File: config.mk
export PLATFORM = sky130hd
export DESIGN_NAME = univ_shift_reg
export DESIGN_NICKNAME = d
export VERILOG_FILES = /design/src/rtl/usr_pkg.sv /design/src/rtl/usr_step_logic.sv /design/src/rtl/univ_shift_reg.sv
export SDC_FILE = /design/constraint.sdc
export NUM_CORES = 1
export LEC_CHECK = 0
export BUFFER_PORTS_ARGS = -buffer_cell sky130_fd_sc_hd__clkbuf_2
export CORE_MARGIN = 5
export CORE_UTILIZATION = 55
export CTS_CLUSTER_DIAMETER = 120
export DETAILED_ROUTE_END_ITERATION = 10
export PLACE_DENSITY = 0.82
export SYNTH_ARGS = -nofsm -noshare
export SYNTH_HDL_FRONTEND = slang
export SYNTH_HIERARCHICAL = 1
export SYNTH_SLANG_ARGS = --single-unit
File: constraint.sdc
create_clock -name clk_in -period 2.56 [get_ports clk_in]
set_input_delay 0.256 -clock clk_in [delete_from_list [all_inputs] [get_ports clk_in]]
set_output_delay 0.256 -clock clk_in [all_outputs]
set_load 0.01 [all_outputs]
File: src/rtl/usr_pkg.sv
// Shared mode encodings, FSM state type and helpers for the universal shift register.
// The other files import this package.
package usr_pkg;

  localparam logic [2:0] MODE_HOLD  = 3'b000;
  localparam logic [2:0] MODE_LOAD  = 3'b001;
  localparam logic [2:0] MODE_SHL   = 3'b010;
  localparam logic [2:0] MODE_SHR   = 3'b011;
  localparam logic [2:0] MODE_SAR   = 3'b100;
  localparam logic [2:0] MODE_ROL   = 3'b101;
  localparam logic [2:0] MODE_ROR   = 3'b110;
  localparam logic [2:0] MODE_HOLD2 = 3'b111;

  typedef enum logic {
    ST_IDLE = 1'b0,
    ST_RUN  = 1'b1
  } usr_state_e;

  // Left-moving modes expose the MSB on the serial output; right-moving modes expose the LSB.
  function automatic logic is_left_mode(input logic [2:0] mode);
    return (mode == MODE_SHL) || (mode == MODE_ROL);
  endfunction

  function automatic logic is_shift_mode(input logic [2:0] mode);
    return (mode == MODE_SHL) || (mode == MODE_SHR) || (mode == MODE_SAR) ||
           (mode == MODE_ROL) || (mode == MODE_ROR);
  endfunction

endpackage

File: src/rtl/usr_step_logic.sv
// Combinational single-step datapath: computes the next register value and the
// bit shifted out, for any mode. Shared by the single-step and multi-step paths.
module usr_step_logic
  import usr_pkg::*;
#(
  parameter int WIDTH = 8
) (
  input  logic [WIDTH-1:0] q_in,
  input  logic [2:0]       mode_in,
  input  logic             ser_l_in,
  input  logic             ser_r_in,
  input  logic [WIDTH-1:0] d_in,
  output logic [WIDTH-1:0] q_nxt_out,
  output logic             ser_nxt_out,
  output logic             ser_upd_out
);

  // Next-value selection per mode.
  always_comb begin
    q_nxt_out = q_in;
    case (mode_in)
      MODE_HOLD:  q_nxt_out = q_in;
      MODE_LOAD:  q_nxt_out = d_in;
      MODE_SHL:   q_nxt_out = {q_in[WIDTH-2:0], ser_l_in};
      MODE_SHR:   q_nxt_out = {ser_r_in, q_in[WIDTH-1:1]};
      MODE_SAR:   q_nxt_out = {q_in[WIDTH-1], q_in[WIDTH-1:1]};
      MODE_ROL:   q_nxt_out = {q_in[WIDTH-2:0], q_in[WIDTH-1]};
      MODE_ROR:   q_nxt_out = {q_in[0], q_in[WIDTH-1:1]};
      MODE_HOLD2: q_nxt_out = q_in;
      default:    q_nxt_out = q_in;
    endcase
  end

  // Shifted-out bit; only meaningful when ser_upd_out is high.
  always_comb begin
    ser_upd_out = is_shift_mode(mode_in);
    if (is_left_mode(mode_in)) begin
      ser_nxt_out = q_in[WIDTH-1];
    end else begin
      ser_nxt_out = q_in[0];
    end
  end

endmodule

File: src/rtl/univ_shift_reg.sv
// Universal shift register: single-step operation when idle, or a counted
// multi-step run with a latched mode that ends with a one-cycle done pulse.
module univ_shift_reg
  import usr_pkg::*;
#(
  parameter int WIDTH = 8,
  parameter int CNT_W = 3
) (
  input  logic             clk_in,
  input  logic             rst_n_in,
  input  logic             enable_in,
  input  logic [2:0]       mode_in,
  input  logic [WIDTH-1:0] d_in,
  input  logic             ser_l_in,
  input  logic             ser_r_in,
  input  logic             start_in,
  input  logic [CNT_W-1:0] count_in,
  output logic [WIDTH-1:0] q_out,
  output logic             ser_out,
  output logic             busy_out,
  output logic             done_out
);

  localparam logic [CNT_W-1:0] CNT_ZERO = {CNT_W{1'b0}};
  localparam logic [CNT_W-1:0] CNT_ONE  = {{(CNT_W-1){1'b0}}, 1'b1};

  usr_state_e       state_q, state_d;
  logic [CNT_W-1:0] rem_q, rem_d;
  logic [2:0]       mode_lat_q, mode_lat_d;
  logic [WIDTH-1:0] q_q, q_d;
  logic             ser_q, ser_d;
  logic             busy_q, busy_d;
  logic             done_q, done_d;

  logic [2:0]       step_mode_s;
  logic             do_step_s;
  logic [WIDTH-1:0] q_nxt_s;
  logic             ser_nxt_s;
  logic             ser_upd_s;

  usr_step_logic #(.WIDTH(WIDTH)) u_step (
    .q_in        (q_q),
    .mode_in     (step_mode_s),
    .ser_l_in    (ser_l_in),
    .ser_r_in    (ser_r_in),
    .d_in        (d_in),
    .q_nxt_out   (q_nxt_s),
    .ser_nxt_out (ser_nxt_s),
    .ser_upd_out (ser_upd_s)
  );

  // Next-state, step selection and run bookkeeping.
  always_comb begin
    state_d     = state_q;
    rem_d       = rem_q;
    mode_lat_d  = mode_lat_q;
    done_d      = 1'b0;
    step_mode_s = mode_in;
    do_step_s   = 1'b0;
    case (state_q)
      ST_IDLE: begin
        if (start_in) begin
          if (count_in == CNT_ZERO) begin
            done_d = 1'b1;
          end else begin
            do_step_s  = 1'b1;
            mode_lat_d = mode_in;
            rem_d      = count_in - CNT_ONE;
            if (count_in == CNT_ONE) begin
              done_d = 1'b1;
            end else begin
              state_d = ST_RUN;
            end
          end
        end else if (enable_in) begin
          do_step_s = 1'b1;
        end else begin
          do_step_s = 1'b0;
        end
      end
      ST_RUN: begin
        step_mode_s = mode_lat_q;
        do_step_s   = 1'b1;
        rem_d       = rem_q - CNT_ONE;
        if (rem_q == CNT_ONE) begin
          state_d = ST_IDLE;
          done_d  = 1'b1;
        end else begin
          state_d = ST_RUN;
        end
      end
      default: begin
        state_d = ST_IDLE;
        rem_d   = CNT_ZERO;
      end
    endcase
  end

  // Datapath update: load/hold leave the serial output untouched.
  always_comb begin
    q_d    = q_q;
    ser_d  = ser_q;
    busy_d = (state_d == ST_RUN);
    if (do_step_s) begin
      q_d = q_nxt_s;
      if (ser_upd_s) begin
        ser_d = ser_nxt_s;
      end else begin
        ser_d = ser_q;
      end
    end else begin
      q_d = q_q;
    end
  end

  // State and output registers; reset abandons any run without a done pulse.
  always_ff @(posedge clk_in or negedge rst_n_in) begin
    if (!rst_n_in) begin
      state_q    <= ST_IDLE;
      rem_q      <= CNT_ZERO;
      mode_lat_q <= MODE_HOLD;
      q_q        <= {WIDTH{1'b0}};
      ser_q      <= 1'b0;
      busy_q     <= 1'b0;
      done_q     <= 1'b0;
    end else begin
      state_q    <= state_d;
      rem_q      <= rem_d;
      mode_lat_q <= mode_lat_d;
      q_q        <= q_d;
      ser_q      <= ser_d;
      busy_q     <= busy_d;
      done_q     <= done_d;
    end
  end

  assign q_out    = q_q;
  assign ser_out  = ser_q;
  assign busy_out = busy_q;
  assign done_out = done_q;

endmodule

## After elaboration in Yosys (flattened, before gate mapping)

Cells that the tools add are included.

- Bits of input ports: 20
- Bits in latches: 0
- Memory bits (writable): 0
- Logic and storage cells: 57
- Memories kept: 0
- Memory bits (read-only): 0
- Register bits: 17

- Divide/modulo/power cells: 0
- Shift operators: 0
- Add/subtract/negate cells: 2
- Eq/ne operators: 11
- Bitwise operators: 4
- Magnitude comparators: 0
- Multiply operators: 0
- Reduce and logical (&&, ||, !) cells: 13
- Muxes and demuxes: 20

Operators by type and width:

| cell | count |
|---|---|
| $pmux W8 S6 | 1 |
| $eq A3 B3 Y1 const B | 4 |
| $mux W1 | 12 |
| $eq A3 B1 Y1 const B | 3 |
| $mux W3 | 3 |
| $eq A3 B2 Y1 const B | 2 |
| $logic_not A3 Y1 | 2 |
| $pmux W1 S2 | 3 |
| $pmux W3 S2 | 1 |
| $reduce_and A2 Y1 | 3 |
| $reduce_and A3 Y1 | 2 |
| $sub A3 B1 Y3 const B | 2 |
| $logic_or A1 B1 Y1 | 5 |
| $ne A2 B2 Y1 const B | 2 |
| $not A1 Y1 | 4 |
| $reduce_or A2 Y1 | 1 |

## Logic depth before layout (Yosys ltp)

Gate-level depths: netlist (run 1).

- Depth after elaboration: 7
- Mapped depth: 10
- Mapped depth without buffers: 7

## By module

The synthesis (run 1) kept the hierarchy.

By module, submodules not included:

| module | times used | cells an instance | area each (sq um) |
|---|---|---|---|
| univ_shift_reg | 1 | 78 | 894.6 |
| usr_step_logic | 1 | 84 | 646.9 |

## Least setup slack after synthesis (run 1)

OpenSTA, ideal clock, no wires.

- Path type: flip-flop to flip-flop
- Start point: register, netlist name busy_out
- End point: register q_q[0], in the netlist q_out[0]
- Required time: 2.435 ns
- Buffers on the path: 3
- Arrival: 1.994 ns
- Slack: 0.442 ns
- Stages on the path, launching flop included: 9
- Clock period less this slack: 2.118 ns
- Path through: dfrtp_1 clkbuf_1 mux2_2 buf_6 buf_12 nor2_1 a221oi_1 o32a_1 mux2_2

RTL lines:

| what | RTL line | text |
|---|---|---|
| to (signal assigned) | univ_shift_reg.sv:122 | `q_q <= {WIDTH{1'b0}};` |
| to (signal assigned) | univ_shift_reg.sv:130 | `q_q <= q_d;` |
| to (decl) | univ_shift_reg.sv:30 | `logic [WIDTH-1:0] q_q, q_d;` |

==> reports/metrics.yaml, run 1 <==
detailed_routing:
  drtAntennaViolNets: 0
  num_vias: 1277
  drt-initial-drc-count: 60
  viasPerCell: 5.91
  drcViolationCount: 0
  drt-pass1-iter-count: 4
  wl_per_cell_microns: 15.1
  wirelength_microns: 3250
sta:
  slew_headroom: 0.581
  fmax_mhz: 459
  min_period_ns: 2.18
  finalClockSkew_ns: 0.00629
  fin_tns_setup_ns: 0
  worst_slew_pin_slew_ns: 0.629
  hold_viol_final: 0
  slew_violations: 0
  finalSetupViolations: 0
  finalCritPeriodShare: 0.851
  rsz0062_at_grt: "false"
synth:
  synth.net_count: 187
  synth-seq-area-share: 0.276
  synthTopCellsByArea: "dfrtp_1 28%, mux2_2 15%, buf_6 4.4%, ha_1 4.1%, mux2i_1 3.9%"
  yosys.area.top_type: "dfrtp_1"
  ys_types: 44
  avgSynthCellArea_sq_um: 9.52
  yosysWarnings: 6
  syn_inst: 162
  synth_top_area_frac: 0.276
  synth_seq_cells: 17
  syn-cell-area_sq_um: 1540
floorplanning:
  die_h_microns: 62.9
  ios: 31
  core_sq_um: 2710
  die-area_sq_um: 3960
  die_w_microns: 62.9
  start_util: 0.569
  row_count: 19
finish:
  diodes: 0
  drive_gt1_frac: 0.335
  fillers: 233
  nets: 211
  seq_area_sq_um: 425
  area_growth_pct: 7.47
  final_util: 0.611
  multi_input_comb_area_sq_um: 957
clock_network:
  cts_tree: "yes"
  root_buffer: "clkbuf_4"
  cts_buffer_depth: 2
  cts.sinks: 17
  path_clk_slew_ns: 0.11
  post_cts_buffers: 0
  clk_latency_ns: 0.30
  cts_made_buffers: 3
  cts.htree.levels: 1
setup_path:
  max_stage_delay_ns: 0.66
  cp_common_cell: "mux2_2"
  rr_worst_depth: 5
  slowest_stage: "mux2_2"
  crit_type: "register to register"
  r2r_slack_ns: 0.38
  arrival_ns: 2.37
  crit_chain: "mux2_2 > mux2_2 > o22ai_1 > a221oi_2 > mux2_2"
  worstPathRequired_ns: 2.75
  cp-start-kind: "register"
  reg2reg_from: "busy_out"
  endpoint_kind: "register"
  r2r_end: "q_out[2]"
  path_max_fanout: 35
place:
  place_hpwl_microns: 2370
  place.gp.congestion: 0.827
  portBuffers: 30
global_routing:
  antenna_found_initial: 0
  grt_max_degree: 36
  globalRouteTotalUtil: 0.167
  grt_pass1_wl_microns: 5640
  grt_pass1_vias: 1278
  grt_overflow: 0
power_and_ir_drop:
  powerDensity_nw_per_um2: 1310
  irDropWorstVdd_uv: 855
  p_leak_nw: 0.740
job:
  max-cap-violations: 0
worst_hold_path:
  holdPathStages: 2
  holdPathEnd: "mode_lat_q[2]"
  min_from: "mode_in[2]"
  min_path_type: "input port to register"
status:
  status: "finished clean"
-- kinds of logic (layout without fill, tap and decap cells) --
logic type,count (synthesis),count (layout),synth area share
multiplexers,28,28,0.200
AO/OA/AOI/OAI,39,39,0.205
AND/OR/NAND/NOR,48,48,0.165
buffers and inverters,23,46,0.103
XOR/XNOR,2,2,0.0114
flip-flops,17,17,0.276
adder cells (fa/ha/maj),5,5,0.0406
-- power breakdown --
group / internal [mW] / switching, mW / total (mW)
clock network: 0.0595 / 0.0922 / 0.152
registers: 0.405 / 0.163 / 0.568
logic: 0.716 / 0.737 / 1.45
total: 1.18 / 0.992 / 2.17
-- Yosys cell counts, drive strengths merged --
cell type,number
mux2i,6
o22ai,5
a32o,1
nor3,4
and2b,1
a211o,1
nor2b,5
o32a,1
a2bb2oi,1
a221oi,5
o2bb2ai,2
o311a,1
dfrtp,17
o221a,2
nor3b,2
clkbuf,4
and3b,2
o21ai,9
o31a,2
xnor2,1
a211oi,1
nor2,15
a21oi,5
o31ai,1
nand2,9
nand2b,4
xor2,1
inv,9
o221ai,1
and3,2
o21ba,1
nand3,1
mux2,22
ha,5
clkinv,1
nand3b,3
buf,9
-- area by class of cell --
class	instances	area share
tap	31	0.0234
multi-input combinational	122	0.578
timing repair buffer	32	0.101
inverter	10	0.0227
sequential	17	0.257
clock inverter	1	0.00453
clock buffer	3	0.0136
-- registers in the layout, indices dropped and copies added (netlist names) --
name        flops
ser_out         1
busy_out        1
done_out        1
rem_q           3
mode_lat_q      3
q_out           8
-- metrics by stage --
stage	instance area (sq um)	worst slack, ns	hold WS, ns	power, mW	instances
final	1660	0.381	0.202	2.17	216
after global routing	1660	0.261	0.186	2.39	216
after CTS	1660	0.382	0.192	2.18	216
after detailed placement	1620	0.422	0.221	2.01	211
after global placement	1620	0.477	0.222	1.95	211
after floorplan	1540	0.442	-0.0396	1.86	162
-- what timing repair did --
| action | 4_1_cts | 5_1_grt |
|---|---|---|
| resized for setup | 0 | 0 |
| endpoints found under the hold margin | 17 | 0 |
| hold buffers | 1 | 0 |
-- worst max-delay path by stage --
stage	to	cells past startpoint	start	slack [ns]
finish	q_out[2]	5	busy_out	0.38
global route	q_out[4]	5	busy_out	0.26
CTS	q_out[2]	5	busy_out	0.38
detailed placement	q_out[2]	5	busy_out	0.42
global placement	q_out[4]	5	busy_out	0.48
floorplan	q_out[0]	8	busy_out	0.44
-- cells in the final DEF (no fill, tap or decap), types with 2 or more instances in the layout --
master      n
o21ai_1     2
and3b_1     2
ha_1        5
a21oi_1     5
nor2b_1     4
inv_1       9
mux2i_1     6
dfrtp_1    17
o221a_1     2
nor2_1     15
nand2b_1    4
nor3b_1     2
mux2_2     21
clkbuf_2   30
clkbuf_4    3
a221oi_2    3
o22ai_1     5
o2bb2ai_1   2
nand3b_1    3
o21ai_0     7
nor3_1      4
nand2_1     9
o31a_1      2
a221oi_1    2
and3_1      2
-- worst max-delay path, delay by kind of cell (launching register included) --
family | cells | cell delay, ns
compound gates | 2 | 0.30
flops | 1 | 0.43
mux | 3 | 1.33
-- per-layer routing --
layer / track usage / vias to the layer above / wire, microns
li1: - / 634 / -
met1: 0.200 / 608 / 1350
met2: 0.301 / 33 / 1700
met3: 0.0450 / 2 / 198
met4: 0.0239 / 0 / 10
met5: 0 / - / 0
(Power assumes the default switching activity.)
==> run 2, diff against run 1 <==
MAX_ROUTING_LAYER = met4   (was not set)
==> reports/metrics.yaml, run 2 (same netlist as run 1, synthesis figures left out) <==
status:
  status: "finished clean"  # unchanged
setup_path:
  arrival_ns: 2.37  # about the same
  crit_type: "register to register"  # unchanged
  endpoint_kind: "register"  # unchanged
  worstPathRequired_ns: 2.75  # about the same
  cp-start-kind: "register"  # unchanged
  path_max_fanout: 35  # unchanged
clock_network:
  clk_latency_ns: 0.30  # about the same
  cts_buffer_depth: 2  # unchanged
  cts_tree: "yes"  # unchanged
  cts.sinks: 17  # unchanged
  root_buffer: "clkbuf_4"  # unchanged
  hold_buffers: 1  # unchanged
  cts_resized: 0  # unchanged
  path_clk_slew_ns: 0.11  # about the same
  post_cts_buffers: 0  # unchanged
  cts_made_buffers: 3  # unchanged
  cts.htree.levels: 1  # unchanged
global_routing:
  antenna_found_initial: 0  # unchanged
  grt_pass1_wl_microns: 5640  # unchanged
  grt_overflow: 0  # unchanged
  globalRouteTotalUtil: 0.172  # was 0.167
  grt_pass1_vias: 1277  # was 1278
  grt_max_degree: 36  # unchanged
sta:
  finalCritPeriodShare: 0.851  # about the same
  fmax_mhz: 459  # about the same
  finalClockSkew_ns: 0.00635  # was 0.00629 ns
  hold_viol_final: 0  # unchanged
  finalSetupViolations: 0  # unchanged
  min_period_ns: 2.18  # about the same
  holdWs_ns: 0.202  # about the same
  worst_slew_pin_slew_ns: 0.629  # about the same
  fin_tns_setup_ns: 0  # unchanged
  slew_headroom: 0.581  # about the same
  slew_violations: 0  # unchanged
  rsz0062_at_grt: "false"  # unchanged
worst_hold_path:
  min_path_type: "input port to register"  # unchanged
finish:
  diodes: 0  # unchanged
  stdcell_area_sq_um: 1660  # unchanged
  drive_gt1_frac: 0.335  # unchanged
  largest_reg_flops: 8  # unchanged
  nets: 211  # unchanged
  layout_common_cells: "30 x clkbuf_2, 21 x mux2_2, 17 x dfrtp_1, 15 x nor2_1"  # unchanged
  final_util: 0.611  # unchanged
  seq_area_sq_um: 425  # unchanged
  area_growth_pct: 7.47  # unchanged
  multi_input_comb_area_sq_um: 957  # unchanged
  mostFrequentLayoutCell: "clkbuf_2"  # unchanged
  fillers: 233  # unchanged
power_and_ir_drop:
  p_leak_nw: 0.740  # unchanged
  powerDensity_nw_per_um2: 1310  # about the same
  irDropWorstVdd_uv: 855  # about the same
place:
  place.gp.congestion: 0.840  # was 0.827
  portBuffers: 30  # unchanged
  place_hpwl_microns: 2370  # unchanged
  dpl_cell_area_sq_um: 1620  # unchanged
detailed_routing:
  num_vias: 1277  # unchanged
  wl_per_cell_microns: 15.0  # was 15.1 microns
  viasPerCell: 5.91  # unchanged
  drt-initial-drc-count: 63  # was 60
  drt-pass1-iter-count: 4  # unchanged
  drcViolationCount: 0  # unchanged
  drtAntennaViolNets: 0  # unchanged
  wirelength_microns: 3250  # about the same
floorplanning:
  row_count: 19  # unchanged
  die_w_microns: 62.9  # unchanged
  core_sq_um: 2710  # unchanged
  die_h_microns: 62.9  # unchanged
  ios: 31  # unchanged
  die-area_sq_um: 3960  # unchanged
  start_util: 0.569  # unchanged
job:
  max-cap-violations: 0  # unchanged
## run 2: final timing paths
path                                 endpoint  depth (start not counted)  slack (ns)           from
worst min-delay path            mode_lat_q[2]                          2        0.20     mode_in[2]
worst max register to register       q_out[2]                          5        0.38       busy_out
min in group asynchronous            rem_q[0]                          2        0.42       rst_n_in
worst max-delay path                 q_out[2]                          5        0.38       busy_out
max in group asynchronous            q_out[1]                          2        1.83       rst_n_in
worst min register to register  mode_lat_q[2]                          1        0.52  mode_lat_q[2]
## run 2: per-layer routing
| layer | vias up | wire (microns) | share of wire | global-route usage |
|---|---|---|---|---|
| met5 | - | 0 | 0 | - |
| met4 | 0 | 10 | 0.0031 | 0.0239 |
| met3 | 2 | 199 | 0.061 | 0.0450 |
| met2 | 33 | 1690 | 0.52 | 0.301 |
| met1 | 608 | 1350 | 0.41 | 0.200 |
| li1 | 634 | - | - | - |
## run 2: worst max-delay path: stages, from the launching register on
cell and delay (ns):
dfrtp_1 0.43, mux2_2 0.66, mux2_2 0.40, o22ai_1 0.20
a221oi_2 0.10, mux2_2 0.27
## run 2: final cells by class
class	instances	area share
Clock buffer	3	0.0136
Clock inverter	1	0.00453
Inverter	10	0.0227
Multi-Input combinational cell	122	0.578
Sequential cell	17	0.257
Tap cell	31	0.0234
Timing Repair Buffer	32	0.101
## run 2: where the power goes
| part | internal [mW] | switching [mW] |
|---|---|---|
| clock | 0.0595 | 0.0922 |
| sequential | 0.405 | 0.163 |
| combinational | 0.716 | 0.737 |
| total | 1.18 | 0.992 |
## run 2: stage by stage
stage / total power, mW / setup slack, ns / std cells
3_3_place_gp: 1.95 / 0.477 / 211
2_1_floorplan: 1.86 / 0.442 / 162
3_5_place_dp: 2.01 / 0.422 / 211
6_report: 2.17 / 0.380 / 216
4_1_cts: 2.18 / 0.382 / 216
5_1_grt: 2.39 / 0.261 / 216
==> run 3, diff against run 2 <==
CORE_UTILIZATION = 50   (was 55)
PLACE_DENSITY = 0.79   (was 0.82)
TNS_END_PERCENT = 1   (was not set)
clock period = 1.8 ns   (was 2.56 ns; I/O delays follow)
==> reports/metrics.yaml, run 3 (same netlist as run 1, synthesis figures left out) <==
sta:
  finalClockSkew_ns: 0.00584  # was 0.00635 ns
  rsz0062_at_grt: "true"  # was false
  finalWorstSetupSlack_ns: -0.105  # was 0.380 ns
  fin_tns_setup_ns: -0.298  # was 0 ns
  hold_viol_final: 0  # unchanged
  holdWs_ns: 0.144  # was 0.202 ns
  finalSetupViolations: 5  # was 0
  slew_headroom: 0.708  # was 0.581
  fmax_mhz: 525  # was 459 MHz
  slew_violations: 0  # unchanged
  min_period_ns: 1.91  # was 2.18 ns
  finalCritPeriodShare: 1.06  # was 0.851
  worst_slew_pin_slew_ns: 0.438  # was 0.629 ns
global_routing:
  grt_pass1_vias: 1390  # was 1277
  grt_overflow: 0  # unchanged
  grt_max_degree: 18  # was 36
  antenna_found_initial: 0  # unchanged
  grt_pass1_wl_microns: 6290  # was 5640 microns
  globalRouteTotalUtil: 0.190  # was 0.172
detailed_routing:
  drtAntennaViolNets: 0  # unchanged
  drt-initial-drc-count: 126  # was 63
  top_layer: "met4"  # unchanged
  wl_met3_microns: 221  # was 199 microns
  wl_per_cell_microns: 15.8  # was 15.0 microns
  drcViolationCount: 0  # unchanged
  wl_met2_microns: 1880  # was 1690 microns
  met1Wirelength_microns: 1580  # was 1350 microns
  num_vias: 1372  # was 1277
  wirelength_microns: 3690  # was 3250 microns
  drt-pass1-iter-count: 4  # unchanged
  viasPerCell: 5.89  # was 5.91
place:
  place.gp.congestion: 0.837  # was 0.840
  portBuffers: 30  # unchanged
  dp_cells: 224  # was 211
  dpl_cell_area_sq_um: 1750  # was 1620 sq um
  place_hpwl_microns: 2670  # was 2370 microns
floorplanning:
  ios: 31  # unchanged
  start_util: 0.513  # was 0.569
  die_w_microns: 65.5  # was 62.9 microns
  core_sq_um: 3000  # was 2710 sq um
  die_h_microns: 65.5  # was 62.9 microns
  die-area_sq_um: 4290  # was 3960 sq um
  row_count: 20  # was 19
finish:
  drive_gt1_frac: 0.425  # was 0.335
  fillers: 257  # was 233
  area_growth_pct: 20.4  # was 7.47%
  seq_area_sq_um: 427  # was 425 sq um
  nets: 226  # was 211
  multi_input_comb_area_sq_um: 1010  # was 957 sq um
  diodes: 0  # unchanged
  final_cells: 233  # was 216
  largest_reg_flops: 8  # unchanged
  layout_common_cells: "30 x clkbuf_2, 20 x mux2_2, 16 x dfrtp_1, 13 x nor2_1, 12 x buf_4"  # was 30 x clkbuf_2, 21 x mux2_2, 17 x dfrtp_1, 15 x nor2_1
  mostFrequentLayoutCell: "clkbuf_2"  # unchanged
  stdcell_area_sq_um: 1860  # was 1660 sq um
setup_path:
  path_max_fanout: 12  # was 35
  arrival_ns: 2.09  # was 2.37 ns
  cp-start-kind: "register"  # unchanged
  reg2reg_from: "busy_out"  # unchanged
  endpoint_kind: "register"  # unchanged
  setup.worst_path.start: "busy_out"  # unchanged
  worstPathRequired_ns: 1.98  # was 2.75 ns
  crit_type: "register to register"  # unchanged
worst_hold_path:
  min_from: "mode_in[2]"  # unchanged
  min_path_type: "input port to register"  # unchanged
clock_network:
  cts.htree.levels: 1  # unchanged
  cts_made_buffers: 3  # unchanged
  clk_latency_ns: 0.29  # was 0.30 ns
  path_clk_slew_ns: 0.10  # was 0.11 ns
  cts.sinks: 17  # unchanged
  cts_tree: "yes"  # unchanged
  cts_buffer_depth: 2  # unchanged
  root_buffer: "clkbuf_4"  # unchanged
job:
  max-cap-violations: 0  # unchanged
status:
  violations: "setup timing"
  status: "complete, but fails checks"  # was finished clean
power_and_ir_drop:
  powerDensity_nw_per_um2: 1960  # was 1310 nW/um^2
  p_leak_nw: 0.850  # was 0.740 nW
  irDropWorstVdd_uv: 750  # was 855 uV
  fin_total_pwr_mw: 3.64  # was 2.17 mW
==> run 3: cell types whose count changed in the layout (fill, tap and decap cells not counted), sizes merged <==
cell,before,now
mux2,22,23
clkinvlp,1,0
buf,1,15
clkinv,1,2
==> run 3: worst paths after layout <==
kind | to | cells past startpoint | slack, ns
min in group asynchronous | rem_q[2] | 2 | 0.35
hold / removal | mode_lat_q[2] | 2 | 0.14
max in group asynchronous | busy_out | 2 | 1.12
setup / recovery | q_out[0] | 5 | -0.11
setup reg to reg | q_out[0] | 5 | -0.11
hold reg to reg | mode_lat_q[2] | 1 | 0.51
==> run 3: through the flow <==
stage	worst slack (ns)	utilization
3_3_place_gp	-0.0295	0.581
6_report	-0.105	0.618
4_1_cts	-0.0637	0.610
3_5_place_dp	-0.101	0.581
2_1_floorplan	-0.128	-
5_1_grt	-0.132	0.618
==> run 3: per-layer routing <==
metal,vias up,track usage
li1,663,-
met1,661,0.228
met2,46,0.335
met3,2,0.0342
met4,0,0.0363
met5,-,-
==> run 3: cell type report <==
type | instances | area share
Multi-Input combinational cell | 123 | 0.546
Sequential cell | 17 | 0.230
Timing Repair Buffer | 46 | 0.167
Tap cell | 33 | 0.0223
Inverter | 10 | 0.0202
Clock buffer | 3 | 0.0121
Clock inverter | 1 | 0.00270
==> run 3: where the power goes <==
| group | leakage, nW | internal (mW) | switching (mW) |
|---|---|---|---|
| Clock | 0.0177 | 0.0825 | 0.129 |
| Combinational | 0.640 | 1.39 | 1.21 |
| Sequential | 0.192 | 0.579 | 0.256 |
| Total | 0.850 | 2.05 | 1.59 |
==> run 3: repair_timing <==
item                                    CTS  global route
hold buffers                              1             0
cloned                                    1             0
buffers inserted                          3             0
endpoints found under the setup margin    9             9
hold endpoints to repair                 17             0
gates resized for setup                   5             6
==> run 3: critical path, stage by stage (launching register included) <==
cell and delay [ns]:
dfrtp_2 0.47, mux2_4 0.40, mux2i_1 0.23, nor3_1 0.09, o32a_1 0.34, mux2_2 0.26
